[src/rtl/sm_reg_dumper_if.sv]
// Register-dump port bundle: CPU debug readout (regAddr/regData), start/busy/done control, UART tx.
interface sm_reg_dumper_if;
  logic        start;
  logic [4:0]  regAddr;
  logic [31:0] regData;
  logic        tx;
  logic        busy;
  logic        done;

  modport master (
    input  start,
    input  regData,
    output regAddr,
    output tx,
    output busy,
    output done
  );

  modport slave (
    output start,
    output regData,
    input  regAddr,
    input  tx,
    input  busy,
    input  done
  );
endinterface

[src/rtl/sm_reg_dumper.sv]
// Walks the CPU register file and streams 0xA5 + each 32-bit value (MSB first) as 8N1 UART bytes; tx is a flop output.
// No backpressure: start is ignored while busy. SM_REG_DUMP_CHECKSUM_EN appends an XOR checksum byte.
module sm_reg_dumper #(
  parameter int BAUD_DIV  = 434,
  parameter int REG_COUNT = 32,
  parameter int SETTLE    = 3
) (
  input logic             clk,
  input logic             rst_n,
  sm_reg_dumper_if.master bus
);

  localparam logic [15:0] BAUD_LAST   = 16'(BAUD_DIV - 1);
  localparam logic [3:0]  SETTLE_LAST = 4'(SETTLE - 1);
  localparam logic [4:0]  ADDR_LAST   = 5'(REG_COUNT - 1);
  localparam logic [7:0]  SYNC_BYTE   = 8'hA5;

  typedef enum logic [2:0] {
    ST_IDLE,
    ST_SYNC,
    ST_SETTLE,
    ST_LOAD,
    ST_SEND
`ifdef SM_REG_DUMP_CHECKSUM_EN
    , ST_CSUM
`endif
  } state_t;

  state_t      state, state_nxt;
  logic [15:0] baud_cnt;
  logic [3:0]  bit_cnt;
  logic [1:0]  byte_cnt;
  logic [3:0]  settle_cnt;
  logic [4:0]  reg_addr;
  logic [31:0] word;
  logic [9:0]  shreg;
  logic        busy_q;
  logic        done_q;
`ifdef SM_REG_DUMP_CHECKSUM_EN
  logic [7:0]  csum;
`endif

  logic       in_byte, baud_end, bit_end, byte_end, last_byte, last_reg, finish;
  logic [7:0] next_byte;

  assign bus.tx      = shreg[0];
  assign bus.regAddr = reg_addr;
  assign bus.busy    = busy_q;
  assign bus.done    = done_q;

  always_ff @(posedge clk or negedge rst_n) begin
    if (!rst_n) state <= ST_IDLE;
    else        state <= state_nxt;
  end

  always_comb begin
    state_nxt = state;
    in_byte   = 1'b0;
    case (state)
      ST_SYNC, ST_SEND: in_byte = 1'b1;
`ifdef SM_REG_DUMP_CHECKSUM_EN
      ST_CSUM:          in_byte = 1'b1;
`endif
      default:          in_byte = 1'b0;
    endcase

    baud_end  = (baud_cnt == BAUD_LAST);
    bit_end   = baud_end && (bit_cnt == 4'd9);
    byte_end  = in_byte && bit_end;
    last_byte = (byte_cnt == 2'd3);
    last_reg  = (reg_addr == ADDR_LAST);

    // Byte following the one currently on the wire; index 3 wraps to the MSB and is never loaded.
    case (byte_cnt)
      2'd0:    next_byte = word[23:16];
      2'd1:    next_byte = word[15:8];
      2'd2:    next_byte = word[7:0];
      default: next_byte = word[31:24];
    endcase

    case (state)
      ST_IDLE:   if (bus.start) state_nxt = ST_SYNC;
      ST_SYNC:   if (byte_end) state_nxt = ST_SETTLE;
      ST_SETTLE: if (settle_cnt == SETTLE_LAST) state_nxt = ST_LOAD;
      ST_LOAD:   state_nxt = ST_SEND;
      ST_SEND: begin
        if (byte_end && last_byte) begin
          if (!last_reg)
            state_nxt = ST_SETTLE;
          else
`ifdef SM_REG_DUMP_CHECKSUM_EN
            state_nxt = ST_CSUM;
`else
            state_nxt = ST_IDLE;
`endif
        end
      end
`ifdef SM_REG_DUMP_CHECKSUM_EN
      ST_CSUM:   if (byte_end) state_nxt = ST_IDLE;
`endif
      default:   state_nxt = ST_IDLE;
    endcase

    finish = byte_end && (state_nxt == ST_IDLE);
  end

  always_ff @(posedge clk or negedge rst_n) begin
    if (!rst_n) begin
      baud_cnt   <= '0;
      bit_cnt    <= '0;
      byte_cnt   <= '0;
      settle_cnt <= '0;
      reg_addr   <= '0;
      word       <= '0;
      shreg      <= '1;
      busy_q     <= 1'b0;
      done_q     <= 1'b0;
`ifdef SM_REG_DUMP_CHECKSUM_EN
      csum       <= '0;
`endif
    end else begin
      done_q <= finish;
      if (finish) busy_q <= 1'b0;

      if (in_byte && !baud_end) baud_cnt <= baud_cnt + 16'd1;
      else                      baud_cnt <= '0;

      if (!in_byte || bit_end) bit_cnt <= '0;
      else if (baud_end)       bit_cnt <= bit_cnt + 4'd1;

      settle_cnt <= (state == ST_SETTLE) ? settle_cnt + 4'd1 : '0;

      // Shifting in ones leaves the line at the stop level once the frame drains.
      if (in_byte && baud_end && !bit_end) shreg <= {1'b1, shreg[9:1]};

      case (state)
        ST_IDLE: begin
          if (bus.start) begin
            busy_q <= 1'b1;
            shreg  <= {1'b1, SYNC_BYTE, 1'b0};
`ifdef SM_REG_DUMP_CHECKSUM_EN
            csum   <= '0;
`endif
          end
        end
        ST_SYNC: begin
          if (byte_end) begin
            reg_addr <= '0;
            shreg    <= '1;
          end
        end
        ST_LOAD: begin
          word     <= bus.regData;
          byte_cnt <= '0;
          shreg    <= {1'b1, bus.regData[31:24], 1'b0};
`ifdef SM_REG_DUMP_CHECKSUM_EN
          csum     <= csum ^ bus.regData[31:24];
`endif
        end
        ST_SEND: begin
          if (byte_end) begin
            if (!last_byte) begin
              shreg    <= {1'b1, next_byte, 1'b0};
              byte_cnt <= byte_cnt + 2'd1;
`ifdef SM_REG_DUMP_CHECKSUM_EN
              csum     <= csum ^ next_byte;
`endif
            end else begin
              if (!last_reg) reg_addr <= reg_addr + 5'd1;
`ifdef SM_REG_DUMP_CHECKSUM_EN
              shreg <= last_reg ? {1'b1, csum, 1'b0} : '1;
`else
              shreg <= '1;
`endif
            end
          end
        end
`ifdef SM_REG_DUMP_CHECKSUM_EN
        ST_CSUM: if (byte_end) shreg <= '1;
`endif
        default: ;
      endcase
    end
  end

endmodule

[src/flat_wrapper.sv]
// flat-port wrapper written by rule: the top's interface ports become plain ports
module sm_reg_dumper_flat 
#(
  parameter int BAUD_DIV  = 434,
  parameter int REG_COUNT = 32,
  parameter int SETTLE    = 3
)
  (clk, rst_n, bus_start, bus_regData, bus_regAddr, bus_tx, bus_busy, bus_done);
  sm_reg_dumper_if bus_i ();
  input logic clk;
  input logic rst_n;
  input wire logic [$bits(bus_i.start)-1:0] bus_start;
  input wire logic [$bits(bus_i.regData)-1:0] bus_regData;
  output wire logic [$bits(bus_i.regAddr)-1:0] bus_regAddr;
  output wire logic [$bits(bus_i.tx)-1:0] bus_tx;
  output wire logic [$bits(bus_i.busy)-1:0] bus_busy;
  output wire logic [$bits(bus_i.done)-1:0] bus_done;
  assign bus_i.start = bus_start;
  assign bus_i.regData = bus_regData;
  assign bus_regAddr = bus_i.regAddr;
  assign bus_tx = bus_i.tx;
  assign bus_busy = bus_i.busy;
  assign bus_done = bus_i.done;
  sm_reg_dumper #(.BAUD_DIV(BAUD_DIV), .REG_COUNT(REG_COUNT), .SETTLE(SETTLE)) u_core (.clk(clk), .rst_n(rst_n), .bus(bus_i));
endmodule
[config.mk]
export PLATFORM = sky130hd
export DESIGN_NAME = sm_reg_dumper_flat
export DESIGN_NICKNAME = d
export VERILOG_FILES = /design/src/rtl/sm_reg_dumper_if.sv /design/src/rtl/sm_reg_dumper.sv /design/src/flat_wrapper.sv
export SDC_FILE = /design/constraint.sdc
export NUM_CORES = 1
export LEC_CHECK = 0
export ABC_AREA = 0
export CORE_MARGIN = 2
export CORE_UTILIZATION = 55
export DETAILED_ROUTE_END_ITERATION = 10
export HOLD_SLACK_MARGIN = 0.1
export PLACE_DENSITY = 0.79
export SYNTH_ARGS = -nofsm -noshare
export SYNTH_HDL_FRONTEND = slang
export SYNTH_SLANG_ARGS = --single-unit
[constraint.sdc]
create_clock -name clk -period 2.6 [get_ports clk]
set_clock_uncertainty 0.1 [all_clocks]
set_input_delay 0.65 -clock clk [delete_from_list [all_inputs] [get_ports clk]]
set_output_delay 0.65 -clock clk [all_outputs]
set_load 0.02 [all_outputs]
**Word-level counts from Yosys, hierarchy flattened**

Cells that the tools add are included.
Widths: inputs -> output; s select.

- Flip-flop bits (word level): 78
- Bits in latches: 0
- RAM bits: 0
- Bits in read-only memories: 0
- Input bits: 35
- Output and inout port bits: 8
- Logic and storage cells: 80
- Memories kept: 0

- Add/sub/neg operators: 5
- $mul: 0
- Divide/modulo/power cells: 0
- $lt $le $gt $ge: 0
- Equal/unequal tests: 16
- Shifts and indexed selects: 0
- Mux-type cells: 29
- Bitwise operators: 0
- Reduce and logical (&&, ||, !) cells: 20

Operators by type and width:

| kind | count |
|---|---|
| $mux 10 | 4 |
| $pmux 10 s4 | 1 |
| $pmux 8 s3 | 1 |
| $mux 5 | 4 |
| $add 16x1->16 const B | 1 |
| $eq 16x9->1 const B | 1 |
| $mux 16 | 1 |
| $pmux 3 s5 | 1 |
| $mux 3 | 4 |
| $mux 4 | 3 |
| $pmux 5 s2 | 1 |
| $mux 9 | 1 |
| $add 4x1->4 const B | 2 |
| $logic_and 1x1->1 | 7 |
| $eq 3x2->1 const B | 2 |
| $logic_not 3->1 | 2 |
| $mux 2 | 3 |
| $ne 2x1->1 const B | 3 |
| $reduce_bool 2->1 | 3 |
| $add 5x1->5 const B | 1 |
| $eq 5x5->1 const B | 1 |
| $reduce_and 5->1 | 1 |
| $eq 2x2->1 const B | 2 |
| $eq 4x2->1 const B | 1 |
| 13 further kinds | 19 |

**Depth between registers and ports, before layout**

- Depth after elaboration: 12
- Gate-level depth with buffers: 8
- Depth with buffers taken out: 8

**Worst setup path before layout**

No wires, ideal clock.

- Path type: reg-to-reg
- Start: register u_core.reg_addr[0] (netlist: u_core.bus.regAddr[0])
- End: register u_core.reg_addr[3] (netlist: u_core.bus.regAddr[3])
- Library setup time: 0.087 ns
- Arrival: 1.925 ns
- Required time: 2.413 ns
- Setup slack: 0.488 ns
- Cell stages (with the launch flop): 8
- Buffers on the path: 0
- Period minus slack after synthesis: 2.112 ns
- Cells stage by stage: dfrtp_1 -> ha_1 -> and3_1 -> ha_1 -> nor3_4 -> o211ai_4 -> or3_1 -> a22oi_1

- Longest elaborated chain between the ends: 5
- Elaborated cells between the ends (all ways): 8
- Those cells by class: add/sub: 1; eq/ne: 2; mux: 4; reduce/logical: 1

Ends and longest elaborated chain:

| what | line | source |
|---|---|---|
| start, declared | sm_reg_dumper.sv:34 | `logic [4:0] reg_addr;` |
| start signal, assigned | sm_reg_dumper.sv:169 | `if (!last_reg) reg_addr <= reg_addr + 5'd1;` |
| $add 5x1->5 | sm_reg_dumper.sv:169 |  |
| $mux 5 | sm_reg_dumper.sv:169 |  |
| $mux 5 | sm_reg_dumper.sv:162 | `if (!last_byte) begin` |
| $mux 5 | sm_reg_dumper.sv:161 | `if (byte_end) begin` |
| $pmux 5 s2 | sm_reg_dumper.sv:136 | `case (state)` |

Parallel ways exist; a longest one is shown, timed or not. The select of a mux whose other input is x is not followed.
A chain may end at the register's enable or synchronous reset.

**Worst setup path in the final report**

- Start: register u_core.baud_cnt[1]
- End: register u_core.shreg[0]

- Longest elaborated chain between the ends: 7
- Elaborated cells between the ends (all ways): 11
- Those cells by class: eq/ne: 1; mux: 5; reduce/logical: 5

Ends and longest elaborated chain:

| what | line | source |
|---|---|---|
| start, declared | sm_reg_dumper.sv:30 | `logic [15:0] baud_cnt;` |
| start signal, assigned | sm_reg_dumper.sv:125 | `if (in_byte && !baud_end) baud_cnt <= baud_cnt + 16'd1;` |
| $eq 16x9->1 (*) | sm_reg_dumper.sv:67 | `baud_end = (baud_cnt == BAUD_LAST);` |
| $logic_and 1x1->1 | sm_reg_dumper.sv:68 | `bit_end = baud_end && (bit_cnt == 4'd9);` |
| $logic_not 1->1 | sm_reg_dumper.sv:134 | `if (in_byte && baud_end && !bit_end) shreg <= {1'b1, shreg[9:1]};` |
| $logic_and 1x1->1 | sm_reg_dumper.sv:134 |  |
| $mux 10 | sm_reg_dumper.sv:134 |  |
| $mux 10 (on tied branches) | sm_reg_dumper.sv:161, sm_reg_dumper.sv:138, sm_reg_dumper.sv:147 |  |
| $pmux 10 s4 (*) | sm_reg_dumper.sv:136 |  |
| end signal, assigned | sm_reg_dumper.sv:134 |  |
| end signal, assigned | sm_reg_dumper.sv:140 | `shreg <= {1'b1, SYNC_BYTE, 1'b0};` |
| end signal, assigned | sm_reg_dumper.sv:163 | `shreg <= {1'b1, next_byte, 1'b0};` |
| end, declared | sm_reg_dumper.sv:36 | `logic [9:0] shreg;` |

Mark *: on every way between the ends. The rest lies on a longest branch, timed or not.

==> flow_metrics.tcl <==
set metrics [dict create \
    outcome "complete, no violations" \
    yosysWarnings 0 \
    syn_nets 418 \
    power_density_nw_per_um2 486 \
    insertion_delay_ns 0.34 \
    cpPeakStageDelay_ns 0.52 \
    regArea_um2 1760 \
    num_rows 28 \
    synth_edf_count 0 \
    synthArstFlopShare 1.00 \
    synth_flop_cell "dfrtp_1" \
    hold_viol_final 0 \
    fp.dieW_um 83.6 \
    fmax_ghz 0.452 \
    period_needed_ns 2.21 \
    clk_pin_slew_ns 0.07 \
    setup_tns_ns 0 \
    yosysSeqAreaShare 0.506 \
    reg2reg_depth 7 \
    area_growth_syn_to_layout_pct 20.1 \
    most-common-layout-cells "113 x nand2_1, 60 x dfrtp_1, 41 x clkdlybuf4s50_1, 29 x nor2_1" \
    path_max_fanout 5 \
    final_nets 463 \
    ir_worst_vdd_uv 292 \
    mostFrequentLayoutCell "nand2_1" \
    antenna_cells 0 \
    postCtsSetupBuffers 0 \
    cts.sinks 70 \
    drc_errors 0 \
    drt_iter0_drc 217 \
    initial_core_util 0.578 \
    dr_total_vias 2729 \
    avgSynthCellArea_um2 9.39 \
    drt-total-wl_um 7240 \
    postRouteAntennaNets 0 \
    cp_slowest_cell "o21ai_0" \
    fillerInstances 467 \
    gr-total-overflow 0 \
    syn_inst 371 \
    path_cells "inv_1 -> ha_1 -> and4bb_2 -> and4_2 -> nand2_1 -> o21ai_0 -> o21ai_0" \
    cts-root-buf "clkbuf_8" \
    worstSetupPathType "register to register" \
    r2r_slack_ns 0.39 \
    ys_ff_latch 70 \
    fin_hold_ws_ns 0.205 \
    relSlewSlack 0.601 \
    die_h_um 83.6 \
    slew_violations 0 \
    wl_per_cell_um 14.6 \
    ios 43 \
    grt_start_max_net_pins 71 \
    yosysUniqueCellTypes 48 \
    dpl.hpwl_um 5050 \
    crit_arrival_ns 2.35 \
    hp-class "input port to asynchronous set/reset pin" \
    groute.usage.overall 0.227 \
    grt_pass1_vias 2817 \
    finalSetupViolations 0 \
    port_buffers 42 \
    gp_congestion 0.842 \
    routed_via_density 5.50 \
    required_ns 2.74 \
    cts_inserted_buffers 9 \
    power_uw 2030 \
    crit_path_end_kind "register" \
    htree_levels 3 \
    die_area_um2 6990 \
    firstDrtPassIters 4 \
    cts_max_path_buffers 2 \
    rsz0062_at_grt "false" \
    core_region_area_um2 6030 \
    critPathLaunchType "register" \
    multi_input_area_um2 1610 \
    leakage_uw 0.00184 \
    maxCapViolCount 0 \
    cts_tree "yes" \
    drive_gt1_frac 0.109 \
    final_util 0.694 \
    crit_top_cell "o21ai_0" \
    worstMarginPinSlew_ns 0.593 \
    grt_pass1_wl_um 12900 \
    cts_hold_buf 0 \
    syn_area_um2 3480 \
    post_cts_resize_count 0 \
    post-route-period-util 0.851 \
    antenna_found_initial 0 \
]
cells in the mapped netlist, types with 9 or more instances:
| cell | count | share of area |
|---|---|---|
| o21ai_0 | 13 | 0.019 |
| dfstp_2 | 10 | 0.075 |
| mux2i_1 | 9 | 0.026 |
| ha_1 | 12 | 0.043 |
| inv_1 | 10 | 0.011 |
| nand3_1 | 13 | 0.019 |
| a21oi_1 | 11 | 0.016 |
| dfrtp_1 | 60 | 0.43 |
| nor2_1 | 30 | 0.032 |
| nand2_1 | 113 | 0.12 |
| xor2_1 | 10 | 0.025 |
metrics by stage:
step / instance area [µm²] / worst slack [ns] / instances
after floorplan: 3480 / 0.488 / 371
after global placement: 3990 / 0.484 / 480
after detailed placement: 3990 / 0.445 / 480
after CTS: 4180 / 0.332 / 496
after global routing: 4180 / 0.155 / 496
final: 4180 / 0.387 / 496
cell type report:
cell class              instances  area share
multi-input cells             276       0.385
clock buffers                  10      0.0329
clock inverters                 6      0.0147
repair buffers                 49       0.115
well taps                      75      0.0224
inverters                      10     0.00897
flip-flops and latches         70       0.422
routing by layer:
metal | global-route usage | part of all wire
met1 | 0.306 | 0.46
met5 | 0 | 0
met2 | 0.369 | 0.49
met4 | 0.0777 | 0.013
met3 | 0.0455 | 0.042
critical path, delay by kind of cell, from the launching register on:
| family | cells | cell delay [ns] |
|---|---|---|
| buffers and inverters | 1 | 0.07 |
| AOI/OAI and AO/OA | 2 | 0.71 |
| DFF | 1 | 0.40 |
| and+or+nand+nor | 3 | 0.70 |
| adders and majority gates | 1 | 0.14 |
cells by family after synthesis:
logic type	synth area share
AO/OA/AOI/OAI	0.0999
XOR/XNOR	0.0427
buffers and inverters	0.0323
flip-flops	0.506
adder cells (fa/ha/maj)	0.0431
multiplexers	0.0259
AND/OR/NAND/NOR	0.250
sequential cells by signal, summed over array words and instances, names as in the netlist:
name / cells
u_core.word: 24
u_core.baud_cnt: 16
u_core.shreg: 10
u_core.bus.regAddr: 5
u_core.bit_cnt: 4
u_core.settle_cnt: 4
u_core.state: 3
u_core.byte_cnt: 2
u_core.bus.busy: 1
u_core.bus.done: 1
report_power, final:
| group | switching, µW | total (µW) | leakage, µW | internal, µW |
|---|---|---|---|---|
| registers | 0 | 1090 | 0.000793 | 1090 |
| logic | 27.8 | 75.1 | 0.000944 | 47.3 |
| clock network | 402 | 868 | 0.000102 | 465 |
| total | 430 | 2030 | 0.00184 | 1600 |
path summary, 6_finish.rpt:
kind	from	endpoint
setup / recovery	u_core.baud_cnt[1]$_DFF_PN0_	u_core.shreg[0]$_DFF_PN1_
hold / removal	rst_n	u_core.settle_cnt[1]$_DFF_PN0_
setup reg to reg	u_core.baud_cnt[1]$_DFF_PN0_	u_core.shreg[0]$_DFF_PN1_
hold reg to reg	u_core.word[13]$_DFFE_PN0N_	u_core.word[13]$_DFFE_PN0N_
max in group asynchronous	rst_n	u_core.shreg[8]$_DFF_PN1_
min in group clk	u_core.word[13]$_DFFE_PN0N_	u_core.word[13]$_DFFE_PN0N_
No activity file was read; power rests on OpenSTA's default activity.
